===== src/rtl/des_pkg.sv =====
// ============================================================================
//  des_pkg
//  DES key-schedule tables (FIPS 46-3 numbering), shift table, state encoding
//  and 28-bit half rotation helpers.
//  Revision: 1.0
// ============================================================================
`default_nettype none

package des_pkg;

    localparam int KEY_W    = 64;
    localparam int CD_W     = 28;
    localparam int SUBKEY_W = 48;

    // Entry i is the FIPS key bit that lands in CD position i+1.
    localparam int PC1 [56] = '{
        57, 49, 41, 33, 25, 17,  9,  1, 58, 50, 42, 34, 26, 18,
        10,  2, 59, 51, 43, 35, 27, 19, 11,  3, 60, 52, 44, 36,
        63, 55, 47, 39, 31, 23, 15,  7, 62, 54, 46, 38, 30, 22,
        14,  6, 61, 53, 45, 37, 29, 21, 13,  5, 28, 20, 12,  4
    };

    // Entry j is the CD bit that lands in subkey position j+1.
    localparam int PC2 [48] = '{
        14, 17, 11, 24,  1,  5,  3, 28, 15,  6, 21, 10,
        23, 19, 12,  4, 26,  8, 16,  7, 27, 20, 13,  2,
        41, 52, 31, 37, 47, 55, 30, 40, 51, 45, 33, 48,
        44, 49, 39, 56, 34, 53, 46, 42, 50, 36, 29, 32
    };

    // SHIFTS[r-1] is the left rotation applied to reach CD_r from CD_(r-1).
    localparam logic [1:0] SHIFTS [16] = '{
        2'd1, 2'd1, 2'd2, 2'd2, 2'd2, 2'd2, 2'd2, 2'd2,
        2'd1, 2'd2, 2'd2, 2'd2, 2'd2, 2'd2, 2'd2, 2'd1
    };

    typedef enum logic [1:0] {
        ST_IDLE   = 2'd0,
        ST_STREAM = 2'd1,
        ST_DONE   = 2'd2
    } state_t;

    // Bit 27 of a half is its first (FIPS-lowest) bit, so a left rotate moves it to bit 0.
    function automatic logic [CD_W-1:0] rotl28(input logic [CD_W-1:0] x, input logic [1:0] s);
        return (s == 2'd2) ? {x[25:0], x[27:26]} : {x[26:0], x[27]};
    endfunction

    function automatic logic [CD_W-1:0] rotr28(input logic [CD_W-1:0] x, input logic [1:0] s);
        return (s == 2'd2) ? {x[1:0], x[27:2]} : {x[0], x[27:1]};
    endfunction

endpackage

`default_nettype wire


===== src/rtl/des_pc2.sv =====
// ============================================================================
//  des_pc2
//  Combinational PC-2 selection: 56-bit CD (bit 55 = CD bit 1) to 48-bit Kn.
//  Revision: 1.0
// ============================================================================
`default_nettype none

module des_pc2
    import des_pkg::*;
(
    input  logic [55:0] cd,
    output logic [48:1] subkey
);

    generate
        for (genvar j = 0; j < SUBKEY_W; j++) begin : g_pc2
            assign subkey[48-j] = cd[56-PC2[j]];
        end
    endgenerate

endmodule

`default_nettype wire


===== src/rtl/des_key_scheduler.sv =====
// ============================================================================
//  des_key_scheduler
//  Streams the 16 DES round subkeys over valid/ready in encrypt or decrypt order.
//  Revision: 1.0
// ============================================================================
`default_nettype none

module des_key_scheduler
    import des_pkg::*;
#(
    parameter int CHECK_PARITY    = 1,
    parameter int ABORT_ON_PARITY = 0
)(
    input  logic        clk,
    input  logic        rst,
    input  logic        start,
    input  logic [64:1] key_in,
    input  logic        decrypt,
    output logic        busy,
    output logic        subkey_valid,
    input  logic        subkey_ready,
    output logic [48:1] subkey,
    output logic [3:0]  round_idx,
    output logic        done,
    output logic        parity_err
);

    state_t             r_state;
    logic               r_decrypt;
    logic [55:0]        r_cd;
    logic [55:0]        w_cd0;
    logic [55:0]        w_cd_next;
    logic [48:1]        w_subkey_next;
    logic [7:0]         w_byte_bad;
    logic               w_par_err;
    logic               w_abort;
    logic               w_last;
    logic               w_hs;
    logic [3:0]         w_idx_inc;

    generate
        for (genvar i = 0; i < 56; i++) begin : g_pc1
            assign w_cd0[55-i] = key_in[65-PC1[i]];
        end
        for (genvar k = 0; k < 8; k++) begin : g_parity
            assign w_byte_bad[k] = ~(^key_in[8*k+8 -: 8]);
        end
    endgenerate

    assign w_par_err = (CHECK_PARITY != 0) && (|w_byte_bad);
    assign w_abort   = (ABORT_ON_PARITY != 0) && w_par_err;
    assign w_hs      = subkey_valid && subkey_ready;
    assign w_last    = r_decrypt ? (round_idx == 4'd0) : (round_idx == 4'd15);
    assign w_idx_inc = round_idx + 4'd1;

    // In IDLE the next CD comes from the key; otherwise it is one round step from r_cd.
    always_comb begin
        w_cd_next = r_cd;
        if (r_state == ST_IDLE) begin
            if (decrypt)
                w_cd_next = w_cd0;
            else
                w_cd_next = {rotl28(w_cd0[55:28], SHIFTS[0]), rotl28(w_cd0[27:0], SHIFTS[0])};
        end else if (r_decrypt) begin
            w_cd_next = {rotr28(r_cd[55:28], SHIFTS[round_idx]), rotr28(r_cd[27:0], SHIFTS[round_idx])};
        end else begin
            w_cd_next = {rotl28(r_cd[55:28], SHIFTS[w_idx_inc]), rotl28(r_cd[27:0], SHIFTS[w_idx_inc])};
        end
    end

    des_pc2 u_pc2 (
        .cd     (w_cd_next),
        .subkey (w_subkey_next)
    );

    always_ff @(posedge clk or posedge rst) begin
        if (rst) begin
            r_state      <= ST_IDLE;
            r_decrypt    <= 1'b0;
            r_cd         <= '0;
            busy         <= 1'b0;
            subkey_valid <= 1'b0;
            subkey       <= '0;
            round_idx    <= 4'd0;
            done         <= 1'b0;
            parity_err   <= 1'b0;
        end else begin
            case (r_state)
                ST_IDLE: begin
                    done <= 1'b0;
                    if (start) begin
                        r_decrypt  <= decrypt;
                        parity_err <= w_par_err;
                        r_cd       <= w_cd_next;
                        if (w_abort) begin
                            r_state <= ST_DONE;
                            done    <= 1'b1;
                        end else begin
                            r_state      <= ST_STREAM;
                            busy         <= 1'b1;
                            subkey_valid <= 1'b1;
                            subkey       <= w_subkey_next;
                            round_idx    <= decrypt ? 4'd15 : 4'd0;
                        end
                    end
                end
                ST_STREAM: begin
                    if (w_hs) begin
                        if (w_last) begin
                            r_state      <= ST_DONE;
                            subkey_valid <= 1'b0;
                            busy         <= 1'b0;
                            done         <= 1'b1;
                        end else begin
                            r_cd      <= w_cd_next;
                            subkey    <= w_subkey_next;
                            round_idx <= r_decrypt ? round_idx - 4'd1 : w_idx_inc;
                        end
                    end
                end
                ST_DONE: begin
                    done    <= 1'b0;
                    r_state <= ST_IDLE;
                end
                default: r_state <= ST_IDLE;
            endcase
        end
    end

endmodule

`default_nettype wire


===== config.mk =====
export PLATFORM = sky130hd
export DESIGN_NAME = des_key_scheduler
export DESIGN_NICKNAME = d
export VERILOG_FILES = /design/src/rtl/des_pkg.sv /design/src/rtl/des_pc2.sv /design/src/rtl/des_key_scheduler.sv
export SDC_FILE = /design/constraint.sdc
export NUM_CORES = 1
export LEC_CHECK = 0
export CAP_MARGIN = 0
export CORE_MARGIN = 2
export CORE_UTILIZATION = 25
export DETAILED_ROUTE_END_ITERATION = 16
export GPL_TIMING_DRIVEN = 0
export PLACE_DENSITY = 0.47
export SETUP_SLACK_MARGIN = 0.05
export SLEW_MARGIN = 20
export SYNTH_ARGS = -nofsm -noshare
export SYNTH_HDL_FRONTEND = slang
export SYNTH_HIERARCHICAL = 1
export SYNTH_SLANG_ARGS = --single-unit
export TNS_END_PERCENT = 100

===== constraint.sdc =====
create_clock -name clk -period 3.3 [get_ports clk]
set_input_delay 0.495 -clock clk [delete_from_list [all_inputs] [get_ports clk]]
set_output_delay 0.495 -clock clk [all_outputs]
set_load 0.02 [all_outputs]

==> out/results.txt <==
Residual DRC: 0
Worst Hold Class: in -> async
Final period utilization: 0.9461
Pre-Repair DR Iteration Count: 7
Pin count of the biggest net entering global routing: 27
Status: finished clean
CP endpoint kind: flop
Fin. Hold Viols: 0
Gr usage total: 0.1696
PD cells: 1194 nW/um^2
# setup viols final: 0
Drt via density: 5.079
Post-DP Area: 10780 sq um
Layout cells sized above 1: 0.3107
Final setup TNS: 0 ps
Total gr overflow: 0
R2R Setup Slk: 180 ps
Min Hold Slack: 456.6 ps
Diodes inserted: 0
Mapped Area: 8887 sq um
CP Data Required Time: 3610 ps
Fmax: 0.3203 GHz
Die Y: 192.5 um
Setup Crit Path Kind: reg -> reg
Layout Skew: 9.753 ps
Cell area after layout: 11430 sq um
First-pass GRT wire length: 47280 um
Layout Nets: 1080
Crit path time final: 3122 ps
Vias in the first global route: 7756
Setup repair bufs after CTS: 0
Via Count: 7507
WL per Instance: 21.06 um
# rows: 69
Initial Util: 0.2517
Leak: 4.688 nW
Data arrival, critical path: 3430 ps
Avg Synthesized Cell Area: 10.35 sq um
Clock Path Buffers: 2
RSZ-0062 raised after global routing: false
Clock Tree Root: clkbuf_16
Antenna violations before repair: 0
Startpoint Class: flop
IO Count: 125
Max-cap violations: 0
Crit Path Max Fanout: 10
Die width: 192.5 um
FILL cells: 3656
Antenna-violating nets left: 0
Synth Warn #: 6
Clock transition at the registers of the reported paths: 60 ps
Post-Synthesis Net Count: 934
Die ar.: 37070 sq um
Port bufs: 123
CTS tree: built
Core footprint: 35310 sq um
TritonCTS Buffers: 17
Placer Congestion: 0.8250
Placed cells: 1447
Fin cells: 1478
Relative slew margins: 0.5153
Routed WL: 31130 um
Synth Instances: 859
DR iter-0 viols: 594
Slew Viols, Final: 0
Worst-Skew Late Latency: 430 ps
CTS Hold Buffers Added: 0
Max VDD drop: 0.4735 mV
Area Overhead vs Synth: 28.64%
Detail Placement HPWL: 23290 um
CTS sink count: 114
Slew @ Worst Pin: 727.1 ps
H-Tree Depth: 4
-- area by class of cell --
| class | count | area (sq um) | share of cell area |
|---|---|---|---|
| multi-input cells | 619 | 5255 | 0.4597 |
| repair buffers | 127 | 1311 | 0.1147 |
| clock inverters | 11 | 160.2 | 0.01401 |
| well taps | 461 | 576.8 | 0.05045 |
| flip-flops and latches | 114 | 2855 | 0.2498 |
| inverters | 7 | 30.03 | 0.002627 |
| clock buffers | 20 | 456.7 | 0.03995 |
| plain buffers | 119 | 787.0 | 0.06884 |
-- sequential cells by signal, summed over array words and instances (netlist names) --
register and cells:
done 1, parity_err 1, r_cd 56, r_decrypt 1, r_state 2, round_idx 4, subkey 48, subkey_valid 1
-- cells in the final DEF (no fill, tap or decap), drive strengths merged, types with 2 or more instances in the layout --
cell type / instances
o21ai: 5
or2: 2
inv: 6
clkdlybuf4s50: 123
clkbuf: 48
a21oi: 64
dfrtp: 114
or3: 2
nor3: 2
nor2: 70
ha: 6
nand2: 70
o31a: 3
clkinv: 5
xnor2: 48
mux2i: 113
bufinv: 4
buf: 95
o22ai: 2
o221ai: 104
mux2: 105
clkinvlp: 3
nand4: 3
o31ai: 2
xor2: 9
-- worst paths after layout --
kind,startpoint,endpoint,depth (start not counted)
max in group asynchronous,rst,subkey[11],4
min reg2reg,parity_err,parity_err,2
min,rst,subkey[36],2
max,round_idx[0],subkey[15],12
max reg2reg,round_idx[0],subkey[15],12
min in group clk,parity_err,parity_err,2
-- metrics by stage --
step	util	power, mW	worst slack, ps
after floorplan	-	8.975	460.7
after global placement	0.3030	11.52	-80.98
after detailed placement	0.3053	11.56	-42.11
after CTS	0.3231	13.67	87.30
after global routing	0.3238	14.50	58.13
final	0.3238	13.65	178.0
-- worst max-delay path, stage by stage, from the launching register on --
cell and delay [ps]:
dfrtp_2 450, inv_1 180, ha_1 300, nor2_1 160, a21oi_1 60, o221a_2 250
o21ai_2 220, buf_6 230, buf_6 210, mux2i_1 300, o221ai_1 210, buf_4 190
mux2_2 250
-- metal layers --
metal	wire (um)	vias up	global-route usage	part of all wire
li1	-	3439	-	-
met1	14600	3770	0.2363	0.47
met2	14080	258	0.2641	0.45
met3	1783	40	0.03655	0.057
met4	669	0	0.04521	0.021
met5	0	-	0	0
-- where the power goes --
| part | leakage [nW] | total [mW] | switching [mW] | internal [mW] |
|---|---|---|---|---|
| sequential | 1.45 | 2.65 | 0.620 | 2.03 |
| combinational | 2.94 | 8.97 | 4.81 | 4.15 |
| clock | 0.301 | 2.03 | 0.733 | 1.29 |
-- repair_timing --
item                                   CTS  global route
gates resized for setup                  4             8
setup endpoints to repair               22            25
gates cloned                             0             0
endpoints found under the hold margin    0             0
Power figures use the tool's default switching activity.
